===== config.mk =====
export PLATFORM = sky130hd
export DESIGN_NAME = fetch_stage
export DESIGN_NICKNAME = d
export VERILOG_FILES = /design/src/rtl/fetch_stage_pkg.sv /design/src/rtl/fetch_stage_if_id_reg.sv /design/src/rtl/fetch_stage.sv
export SDC_FILE = /design/constraint.sdc
export NUM_CORES = 1
export LEC_CHECK = 0
export CORE_MARGIN = 5
export CORE_UTILIZATION = 41
export DETAILED_ROUTE_END_ITERATION = 8
export GPL_TIMING_DRIVEN = 1
export PLACE_DENSITY_LB_ADDON = 0.3
export REMOVE_ABC_BUFFERS = 1
export SLEW_MARGIN = 25
export SYNTH_ARGS = -nofsm -noshare
export SYNTH_HDL_FRONTEND = slang
export SYNTH_SLANG_ARGS = --single-unit

===== constraint.sdc =====
create_clock -name clk -period 4.3 [get_ports clk]
set_clock_uncertainty 0.2 [all_clocks]
set_input_delay 0.43 -clock clk [delete_from_list [all_inputs] [get_ports clk]]
set_output_delay 0.43 -clock clk [all_outputs]
set_load 0.005 [all_outputs]

===== src/rtl/fetch_stage_pkg.sv =====
// Shared fetch/decode definitions: fetch FSM encoding, the bubble word and
// instruction field bit positions.
package fetch_stage_pkg;

   localparam int FETCH_ST_BIT = 2;

   typedef enum logic [FETCH_ST_BIT-1:0] {
      FETCH_ST_BOOT   = 2'd0,
      FETCH_ST_RUN    = 2'd1,
      FETCH_ST_HALTED = 2'd2
   } fetch_st_e;

   // sll $0,$0,0 -- an all-zero word is an architectural nop
   localparam logic [31:0] NOP_INST = 32'h0000_0000;

   localparam int OPCODE_MSB = 31;
   localparam int OPCODE_LSB = 26;
   localparam int RS_MSB     = 25;
   localparam int RS_LSB     = 21;
   localparam int RT_MSB     = 20;
   localparam int RT_LSB     = 16;
   localparam int RD_MSB     = 15;
   localparam int RD_LSB     = 11;
   localparam int SHAMT_MSB  = 10;
   localparam int SHAMT_LSB  = 6;
   localparam int FUNCT_MSB  = 5;
   localparam int FUNCT_LSB  = 0;
   localparam int IMM16_MSB  = 15;
   localparam int IMM26_MSB  = 25;

endpackage


===== src/rtl/fetch_stage_if_id_reg.sv =====
// IF/ID pipeline register with load enable and bubble-insert clear.
// Clear has priority over load; pc/pc4 simply hold on a bubble.
module fetch_stage_if_id_reg
   import fetch_stage_pkg::*;
(
   input  logic        clk,
   input  logic        rst,
   input  logic        load,
   input  logic        clear,
   input  logic [31:0] pc_p0,
   input  logic [31:0] pc4_p0,
   input  logic [31:0] inst_p0,
   output logic        vld_p1,
   output logic [31:0] pc_p1,
   output logic [31:0] pc4_p1,
   output logic [31:0] inst_p1
);

   always_ff @(posedge clk or posedge rst) begin
      if (rst) begin
         vld_p1  <= 1'b0;
         pc_p1   <= 32'h0;
         pc4_p1  <= 32'h0;
         inst_p1 <= NOP_INST;
      end else if (clear) begin
         vld_p1  <= 1'b0;
         inst_p1 <= NOP_INST;
      end else if (load) begin
         vld_p1  <= 1'b1;
         pc_p1   <= pc_p0;
         pc4_p1  <= pc4_p0;
         inst_p1 <= inst_p0;
      end
   end

endmodule


===== src/rtl/fetch_stage.sv =====
// Instruction fetch stage with IF/ID register, BOOT/RUN/HALTED control.
// Optional macro FETCH_PERF_CNT_EN adds fetched/stall performance counters.
module fetch_stage
   import fetch_stage_pkg::*;
#(
   parameter logic [31:0] RESET_PC    = 32'h0000_0000,
   parameter int          IM_ADDR_BIT = 10
) (
   input  logic                   clk,
   input  logic                   rst,
   input  logic                   stall,
   input  logic                   flush,
   input  logic                   redirect_en,
   input  logic [31:0]            redirect_pc,
   input  logic                   halt_req,
   input  logic                   resume,
   output logic [IM_ADDR_BIT-1:0] im_addr,
   input  logic [31:0]            im_data,
   output logic [31:0]            pc,
   output logic                   id_valid,
   output logic [31:0]            id_pc,
   output logic [31:0]            id_pc4,
   output logic [31:0]            id_inst,
   output logic [5:0]             id_opcode,
   output logic [4:0]             id_rs,
   output logic [4:0]             id_rt,
   output logic [4:0]             id_rd,
   output logic [4:0]             id_shamt,
   output logic [5:0]             id_funct,
   output logic [15:0]            id_imm16,
   output logic [25:0]            id_imm26,
   output logic                   halted
`ifdef FETCH_PERF_CNT_EN
   ,
   output logic [31:0]            perf_fetched,
   output logic [31:0]            perf_stall
`endif
);

   fetch_st_e   state, state_nxt;
   logic [31:0] pc_nxt;
   logic [31:0] pc4;
   logic        id_load;
   logic        id_clear;

   assign pc4     = pc + 32'd4;
   assign im_addr = pc[IM_ADDR_BIT+1:2];
   assign halted  = (state == FETCH_ST_HALTED);

   always_ff @(posedge clk or posedge rst) begin
      if (rst) begin
         state <= FETCH_ST_BOOT;
         pc    <= RESET_PC;
      end else begin
         state <= state_nxt;
         pc    <= pc_nxt;
      end
   end

   // Priority in RUN: halt > redirect > stall (flush only bubbles) > flush > fetch
   always_comb begin
      state_nxt = state;
      pc_nxt    = pc;
      id_load   = 1'b0;
      id_clear  = 1'b0;
      case (state)
         FETCH_ST_BOOT: begin
            state_nxt = FETCH_ST_RUN;
            id_clear  = 1'b1;
         end
         FETCH_ST_RUN: begin
            if (halt_req) begin
               state_nxt = FETCH_ST_HALTED;
               id_clear  = 1'b1;
            end else if (redirect_en) begin
               pc_nxt   = redirect_pc & ~32'h3;
               id_clear = 1'b1;
            end else if (stall) begin
               id_clear = flush;
            end else if (flush) begin
               pc_nxt   = pc4;
               id_clear = 1'b1;
            end else begin
               pc_nxt  = pc4;
               id_load = 1'b1;
            end
         end
         FETCH_ST_HALTED: begin
            if (resume) state_nxt = FETCH_ST_RUN;
         end
         default: state_nxt = FETCH_ST_BOOT;
      endcase
   end

   // IF (p0) -> ID (p1) boundary
   fetch_stage_if_id_reg u_if_id_reg (
      .clk     (clk),
      .rst     (rst),
      .load    (id_load),
      .clear   (id_clear),
      .pc_p0   (pc),
      .pc4_p0  (pc4),
      .inst_p0 (im_data),
      .vld_p1  (id_valid),
      .pc_p1   (id_pc),
      .pc4_p1  (id_pc4),
      .inst_p1 (id_inst)
   );

   assign id_opcode = id_inst[OPCODE_MSB:OPCODE_LSB];
   assign id_rs     = id_inst[RS_MSB:RS_LSB];
   assign id_rt     = id_inst[RT_MSB:RT_LSB];
   assign id_rd     = id_inst[RD_MSB:RD_LSB];
   assign id_shamt  = id_inst[SHAMT_MSB:SHAMT_LSB];
   assign id_funct  = id_inst[FUNCT_MSB:FUNCT_LSB];
   assign id_imm16  = id_inst[IMM16_MSB:0];
   assign id_imm26  = id_inst[IMM26_MSB:0];

`ifdef FETCH_PERF_CNT_EN
   always_ff @(posedge clk or posedge rst) begin
      if (rst) begin
         perf_fetched <= 32'h0;
         perf_stall   <= 32'h0;
      end else begin
         if (id_load) perf_fetched <= perf_fetched + 32'd1;
         if (state == FETCH_ST_RUN && stall && !redirect_en)
            perf_stall <= perf_stall + 32'd1;
      end
   end
`endif

endmodule


# [After elaboration in Yosys (flattened, before gate mapping)]
# Index checks and enable logic that the tools add are counted.
[classes] n_eq_ne=5 reduce_logical=5 n_addsub=1 bitwise_logic=2 muxes=19
[op_table] op="32-bit 2-to-1 mux" n=4
[op_table] op="32-bit by 3-bit adder with 32-bit output (second input constant)" n=1
[op_table] op="1-bit 2-to-1 mux" n=11
[op_table] op="2-bit case mux with 3 select lines" n=1
[op_table] op="2-bit 2-to-1 mux" n=2
[op_table] op="2-bit != test (second input constant)" n=2
[op_table] op="2-bit AND reduction" n=2
[op_table] op="3-bit AND reduction" n=1
[op_table] op="2-bit by 1-bit == test with 1-bit output (second input constant)" n=1
[op_table] op="2-bit == test (second input constant)" n=1
[op_table] op="2-bit zero test" n=1
[op_table] op="2-bit by 1-bit != test with 1-bit output (second input constant)" n=1
[op_table] op="1-bit inverter" n=2
[op_table] op="1-bit case mux with 2 select lines" n=1
[op_table] op="2-bit nonzero test" n=1
[word_totals] inputBits=71 output_inout_bits=214 regBits=131 word_cells=38

# [Depth between registers and ports, before layout]
# Gate-level depths: netlist of run 1.
[logic_depth] depth_word=7 ltp_mapped=8 depth_no_buf=5

# [By module]
# A second synthesis of run 1 with hierarchy kept.
[hier_totals] hier_cells=645 hier_area_um2=7273.2
[by_module_without_submodules] mod="fetch_stage_if_id_reg" cells_per_inst=244 area_per_inst_um2=4016.4 n_inst=1 seq_area_each_um2=2427.3
[by_module_without_submodules] mod="fetch_stage" cells_per_inst=401 area_per_inst_um2=3256.9 n_inst=1 seq_area_each_um2=800.8

# [Least setup slack after synthesis of run 1]
# No wires, ideal clock.
[synth_path] kind="flip-flop to flip-flop" start="reg pc[2]" end="reg pc[28]" n_path_buf=2 arrival_time_ns=1.803 setup_slack_ns=2.171 synth_period_minus_slack_ns=2.129 stages_incl_launch_ff=8 t_required_ns=3.974 setup_ns=0.126 path_cell_list="dfrtp_1 > ha_1 > and3_1 > clkbuf_2 > and4_1 > clkbuf_1 > nand3_1 > a311o_1"
[synth_via] elab_chain_len=3
[synth_lines] element="from (decl)" line_no="fetch_stage.sv:19" rtl="output logic [31:0] pc,"
[synth_lines] element="from (signal assigned)" line_no="fetch_stage.sv:56" rtl="pc <= pc_nxt;"
[synth_lines] element="32-bit by 3-bit adder with 32-bit output" line_no="fetch_stage.sv:46" rtl="assign pc4 = pc + 32'd4;"
[synth_lines] element="32-bit 2-to-1 mux" line_no="fetch_stage.sv:78" rtl="end else if (stall) begin"
[synth_lines] element="32-bit 2-to-1 mux" line_no="fetch_stage.sv:75" rtl="end else if (redirect_en) begin"
# No other way between the ends. The select of a mux whose other input is x is not followed.
# A chain may end at the register's enable or synchronous reset.

# [Worst setup path in the final report of run 1]
[layout_path] start="reg pc[4]" end="reg u_if_id_reg.pc4_p1[29]"
[layout_via] elab_chain_len=1
[layout_lines] element="32-bit by 3-bit adder with 32-bit output" line_no="fetch_stage.sv:46"
[layout_lines] element="to (signal assigned)" line_no="fetch_stage_if_id_reg.sv:31" rtl="pc4_p1 <= pc4_p0;"
[layout_lines] element="to (decl)" line_no="fetch_stage_if_id_reg.sv:15" rtl="output logic [31:0] pc4_p1,"
# No other way between the ends.

==> flow_metrics.py, run 1 <==
metrics = {
    "setup_path": {
        "r2r-end": "u_if_id_reg.pc4_p1[29]",
        "arrival_ns": 2.84,
        "reg2reg_from": "pc[4]",
        "required_ns": 4.43,
        "worstRegToRegCells": 4,
        "cp_max_fo": 16,
        "start_kind": "flip-flop",
        "r2r_slack_ns": 1.59,
        "endpoint_kind": "flip-flop",
        "criticalPathCategory": "reg2reg",
    },
    "power_and_ir_drop": {
        "power.density_nw_per_um2": 578,
        "ir_drop_mv": 0.310,
        "p_leak_nw": 4.11,
        "power_mw": 5.58,
    },
    "drt": {
        "wl_met2_microns": 11300,
        "routed_wl_microns": 22300,
        "drtIter0Drc": 341,
        "postRouteAntennaNets": 0,
        "wl_met1_microns": 9070,
        "route.top_layer_used": "met4",
        "drc": 0,
        "firstDrtPassIters": 4,
        "vias": 6362,
        "post_drt_wl_per_cell_microns": 18.4,
        "vias_per_cell": 5.25,
        "met3_wirelength_microns": 1430,
    },
    "cts": {
        "cts_sinks": 125,
        "cts_made_buffers": 17,
        "cts_max_path_buffers": 2,
        "path_clk_slew_ns": 0.06,
        "post_cts_buffers": 0,
        "htreeDepth": 4,
        "cts_resized": 0,
        "holdBufCountCts": 0,
        "cts_root_buf": "clkbuf_16",
        "insertion_delay_ns": 0.41,
        "cts_tree": "yes",
    },
    "floorplanning": {
        "die_h_microns": 139,
        "die_x_microns": 139,
        "die-area_sq_um": 19500,
        "start_util_pct": 41.6,
        "pin_count": 285,
        "num_rows": 47,
        "fp.coreArea_sq_um": 16500,
    },
    "timing": {
        "setup_ws_ns": 1.59,
        "slew_viol_final": 0,
        "timing.fmax_mhz": 369,
        "tightestPinTransition_ns": 0.962,
        "period_needed_ns": 2.71,
        "hold_violations": 0,
        "setup_viol": 0,
        "fin_crit_sh_pct": 63.1,
        "rsz0062_at_grt": "no",
        "setup_tns_ns": 0,
        "relSlewSlack_pct": 35.3,
    },
    "grt": {
        "overflow": 0,
        "grt_max_degree": 86,
        "grt_pass1_wl_microns": 34900,
        "antenna_found_initial": 0,
        "grtUsageTotal_pct": 22.4,
        "grt_pass1_vias": 6109,
    },
    "logic_synthesis": {
        "yosysTopAreaCellShare_pct": 45.5,
        "synth_top_area_cell": "dfrtp_1",
        "synthCells": 821,
        "ys_warn_count": 0,
        "synth-seq-cells": 125,
        "synthArstFlopShare_pct": 100,
        "seq_area_frac_synth_pct": 45.5,
        "syn_area_sq_um": 6880,
        "syn_area_per_cell_sq_um": 8.37,
        "synth_edf_count": 0,
        "synth_area_leaders": "dfrtp_1, buf_4, nand2_1",
        "synth_flop_cell": "dfrtp_1",
        "ys_types": 51,
    },
    "placement": {
        "io_buffers": 276,
        "place_ws_ns": 1.40,
        "dp.final_hpwl_microns": 15900,
        "dp_cells": 1179,
        "gp_congestion": 0.807,
        "dpl_cell_area_sq_um": 9110,
    },
    "worst_hold_path": {
        "hp-class": "reg2reg",
        "holdPathEnd": "u_if_id_reg.pc4_p1[13]",
        "holdPathStages": 2,
        "hold_path_startpoint": "u_if_id_reg.pc4_p1[13]",
    },
    "status": {
        "status": "finished clean",
    },
    "finish": {
        "mostFrequentLayoutCell": "clkdlybuf4s50_1",
        "antenna_cells": 0,
        "drive_gt1_share_pct": 5.25,
        "stdcell_count": 1211,
        "area_delta_synth_final_pct": 40.4,
        "final_cell_mix": "clkdlybuf4s50_1, nand2_1, dfrtp_1, nand3_1, o21ai_0",
        "num-fill-cells": 1503,
        "postLayoutCellArea_sq_um": 9650,
        "nNetsFinal": 1050,
    },
    "run": {
        "maxCapViolCount": 0,
    },
}
[area by class of cell]
cell class	count	area, sq um	area share, %
multi-input cells	519	2720	28.2
well taps	220	275	2.85
inverters	26	103	1.06
clock buffers	24	482	4.99
repair buffers	289	2880	29.8
clock inverters	8	65.1	0.674
flip-flops and latches	125	3130	32.4
[worst max path at each step]
stage              from                endpoint  slack [ns]  cells after the start
2_1_floorplan  halt_req   u_if_id_reg.pc4_p1[2]         0.1                      4
3_3_place_gp   halt_req  u_if_id_reg.pc4_p1[26]        1.42                      5
3_5_place_dp      stall                   pc[5]        1.40                      7
4_1_cts           pc[4]  u_if_id_reg.pc4_p1[29]        1.55                      4
5_1_grt           pc[4]  u_if_id_reg.pc4_p1[29]        1.28                      4
6_report          pc[4]  u_if_id_reg.pc4_p1[29]        1.59                      4
[metrics by stage]
step	util (%)	hold slack, ns
after floorplan	-	0.270
after global placement	55.1	0.260
after detailed placement	55.1	0.264
after CTS	58.4	0.280
after global routing	58.4	0.300
final	58.4	0.272
[layer usage]
layer / track usage, % / vias up
met4: 7.42 / 0
li1: - / 3027
met2: 38.4 / 222
met3: 4.97 / 29
met1: 28.2 / 3084
met5: 0 / -
[critical path, cell delays in order (launching register included)]
cell	delay (ns)
dfrtp_1	0.54
and4_1	0.39
nand4_1	0.61
or4_1	0.70
a31oi_1	0.18
[logic make-up (layout without fill, tap and decap cells)]
| kind of cell | Yosys count | after routing | share of synthesized area [%] |
|---|---|---|---|
| buffers and inverters | 182 | 347 | 15.4 |
| AO/OA/AOI/OAI | 126 | 126 | 11.4 |
| other | 1 | 6 | 0.0545 |
| flip-flops | 125 | 125 | 45.5 |
| AND/OR/NAND/NOR | 372 | 372 | 25.6 |
| XOR/XNOR | 12 | 12 | 1.53 |
| adder cells (fa/ha/maj) | 1 | 1 | 0.182 |
| multiplexers | 2 | 2 | 0.291 |
[where the power goes]
part / switching (mW) / internal, mW / leakage [nW]
sequential: 0.460 / 1.58 / 1.54
clock: 0.508 / 0.833 / 0.277
combinational: 0.972 / 1.22 / 2.30
total: 1.94 / 3.64 / 4.11
[registers in the layout (all words and copies together), names as in the netlist]
name,count
pc,30
state,2
u_if_id_reg.inst_p1,32
u_if_id_reg.pc4_p1,30
u_if_id_reg.pc_p1,30
u_if_id_reg.vld_p1,1
[Yosys cell counts, types with 3 or more instances]
master and number:
a21oi_1 22, a22oi_1 4, a31o_2 3, a31oi_1 15, and2_1 3, and3_1 4, and4_1 7, buf_1 5
buf_2 20, buf_4 92, clkbuf_1 35, clkbuf_2 4, dfrtp_1 125, inv_1 26, nand2_1 178, nand3_1 61
nand3b_1 4, nand4_1 24, nor2_1 34, nor3_1 22, nor4_1 13, o211ai_1 9, o21ai_0 46, o2bb2ai_1 5
o311ai_0 6, o31ai_1 5, or3_1 7, or4_1 3, xnor2_1 9, xor2_1 3
No activity file was read; power rests on OpenSTA's default activity.
==> run 2, diff against run 1 <==
- clock period: 4.3 -> 2.67 ns (I/O delays scaled with it)
==> flow_metrics.py, run 2 (synthesis gave the netlist of run 1 again) <==
metrics = {
    "cts": {
        "htreeDepth": 4,
        "holdBufCountCts": 0,
        "cts_resized": 0,
        "cts_made_buffers": 17,
        "cts_tree": "yes",
        "post_cts_buffers": 0,
        "insertion_delay_ns": 0.42,
        "path_clk_slew_ns": 0.06,
        "cts_max_path_buffers": 2,
        "cts_root_buf": "clkbuf_16",
        "cts_sinks": 125,
    },
    "timing": {
        "hold_violations": 0,
        "period_needed_ns": 2.30,
        "timing.fmax_mhz": 434,
        "tightestPinTransition_ns": 0.592,
        "setup_viol": 0,
        "whs_ns": 0.0753,
        "rsz0062_at_grt": "no",
        "relSlewSlack_pct": 60.4,
        "setup_ws_ns": 0.366,
        "fin_crit_sh_pct": 86.3,
        "slew_viol_final": 0,
    },
    "grt": {
        "grt_pass1_wl_microns": 35900,
        "antenna_found_initial": 1,
        "grtUsageTotal_pct": 23.0,
        "grt_pass1_vias": 6107,
        "overflow": 0,
        "grt_max_degree": 87,
    },
    "placement": {
        "dpl_cell_area_sq_um": 9290,
        "gp_congestion": 0.787,
        "dp.final_hpwl_microns": 16400,
        "io_buffers": 276,
        "place_ws_ns": 0.180,
    },
    "finish": {
        "final_cell_mix": "clkdlybuf4s50_1, nand2_1, dfrtp_1, nand3_1, o21ai_0",
        "nNetsFinal": 1071,
        "drive_gt1_share_pct": 7.51,
        "multi_input_area_sq_um": 2720,
        "post-route-util_pct": 59.7,
        "regMostFlops": "u_if_id_reg.inst_p1",
        "postLayoutCellArea_sq_um": 9870,
        "seq_area_sq_um": 3130,
        "num-fill-cells": 1494,
        "area_delta_synth_final_pct": 43.5,
        "mostFrequentLayoutCell": "clkdlybuf4s50_1",
        "largest_reg_flops": 32,
    },
    "drt": {
        "drtIter0Drc": 356,
        "firstDrtPassIters": 4,
        "postRouteAntennaNets": 0,
        "vias_per_cell": 5.23,
        "post_drt_wl_per_cell_microns": 18.4,
        "routed_wl_microns": 22700,
        "vias": 6447,
        "drc": 0,
    },
    "power_and_ir_drop": {
        "p_leak_nw": 4.22,
        "ir_drop_mv": 0.522,
        "power.density_nw_per_um2": 937,
    },
    "worst_hold_path": {
        "hp-class": "in2async",
    },
    "run": {
        "maxCapViolCount": 0,
    },
    "floorplanning": {
        "fp.coreArea_sq_um": 16500,
        "die_x_microns": 139,
        "die-area_sq_um": 19500,
        "pin_count": 285,
        "start_util_pct": 41.6,
        "num_rows": 47,
        "die_h_microns": 139,
    },
    "setup_path": {
        "worstSetupStartpoint": "pc[2]",
        "required_ns": 2.81,
        "r2r_slack_ns": 0.37,
        "criticalPathCategory": "reg2reg",
        "reg2reg_from": "pc[2]",
        "arrival_ns": 2.44,
        "start_kind": "flip-flop",
        "endpoint_kind": "flip-flop",
        "cp_max_fo": 22,
    },
    "status": {
        "status": "finished clean",
    },
}
run 2: cell count changes in the layout (fill, tap and decap cells not counted):
cell	delta
buf_4	+19
clkinvlp_4	+4
clkbuf_1	-3
buf_12	+2
bufinv_16	+1
clkbuf_8	-1
clkinv_2	-1
diode_2	+1
run 2: per-stage QoR:
| step | std cells | power, mW | TNS [ns] |
|---|---|---|---|
| final | 1233 | 9.25 | 0 |
| after global routing | 1233 | 9.87 | 0 |
| after CTS | 1232 | 9.34 | 0 |
| after detailed placement | 1200 | 7.05 | 0 |
| after global placement | 1200 | 6.98 | 0 |
| after floorplan | 670 | 4.55 | -253.49 |
run 2: where the power goes:
part	switching [mW]	internal (mW)
sequential	0.639	2.55
clock	0.848	1.41
combinational	1.70	2.11
run 2: routing by layer:
metal  wire length (microns)  up-vias  GRT usage [%]
li1                        -     3095              -
met1                    9450     3083           29.1
met2                   11300      249           39.6
met3                    1500       20           5.73
met4                     383        0           5.72
met5                       0        -              0
run 2: final timing paths:
check / depth (start not counted) / endpoint
max in group asynchronous: 3 / pc[27]
worst max register to register: 6 / u_if_id_reg.pc4_p1[30]
min in group clk: 4 / pc[28]
worst min-delay path: 2 / u_if_id_reg.inst_p1[29]
worst max-delay path: 6 / u_if_id_reg.pc4_p1[30]
worst min register to register: 2 / u_if_id_reg.pc4_p1[3]
run 2: worst max-delay path, cell delays in order (launching register included):
cell and delay [ns]:
dfrtp_1 0.35, ha_1 0.27, and3_1 0.36, nand4_1 0.12, buf_4 0.23, or4_1 0.51, a31oi_1 0.17
run 2: layout make-up:
| class | instances | share of cell area (%) |
|---|---|---|
| Sequential cell | 125 | 31.7 |
| Clock inverter | 12 | 1.22 |
| Multi-Input combinational cell | 519 | 27.6 |
| Inverter | 26 | 1.04 |
| Timing Repair Buffer | 310 | 31.0 |
| Clock buffer | 20 | 4.63 |
| Antenna cell | 1 | 0.0254 |
| Tap cell | 220 | 2.79 |
==> run 3, diff against run 2 <==
- CAP_MARGIN: not set -> 5
==> results of run 3 <==
Same layout as run 2: the final DEF is identical, and so are final timing and power.
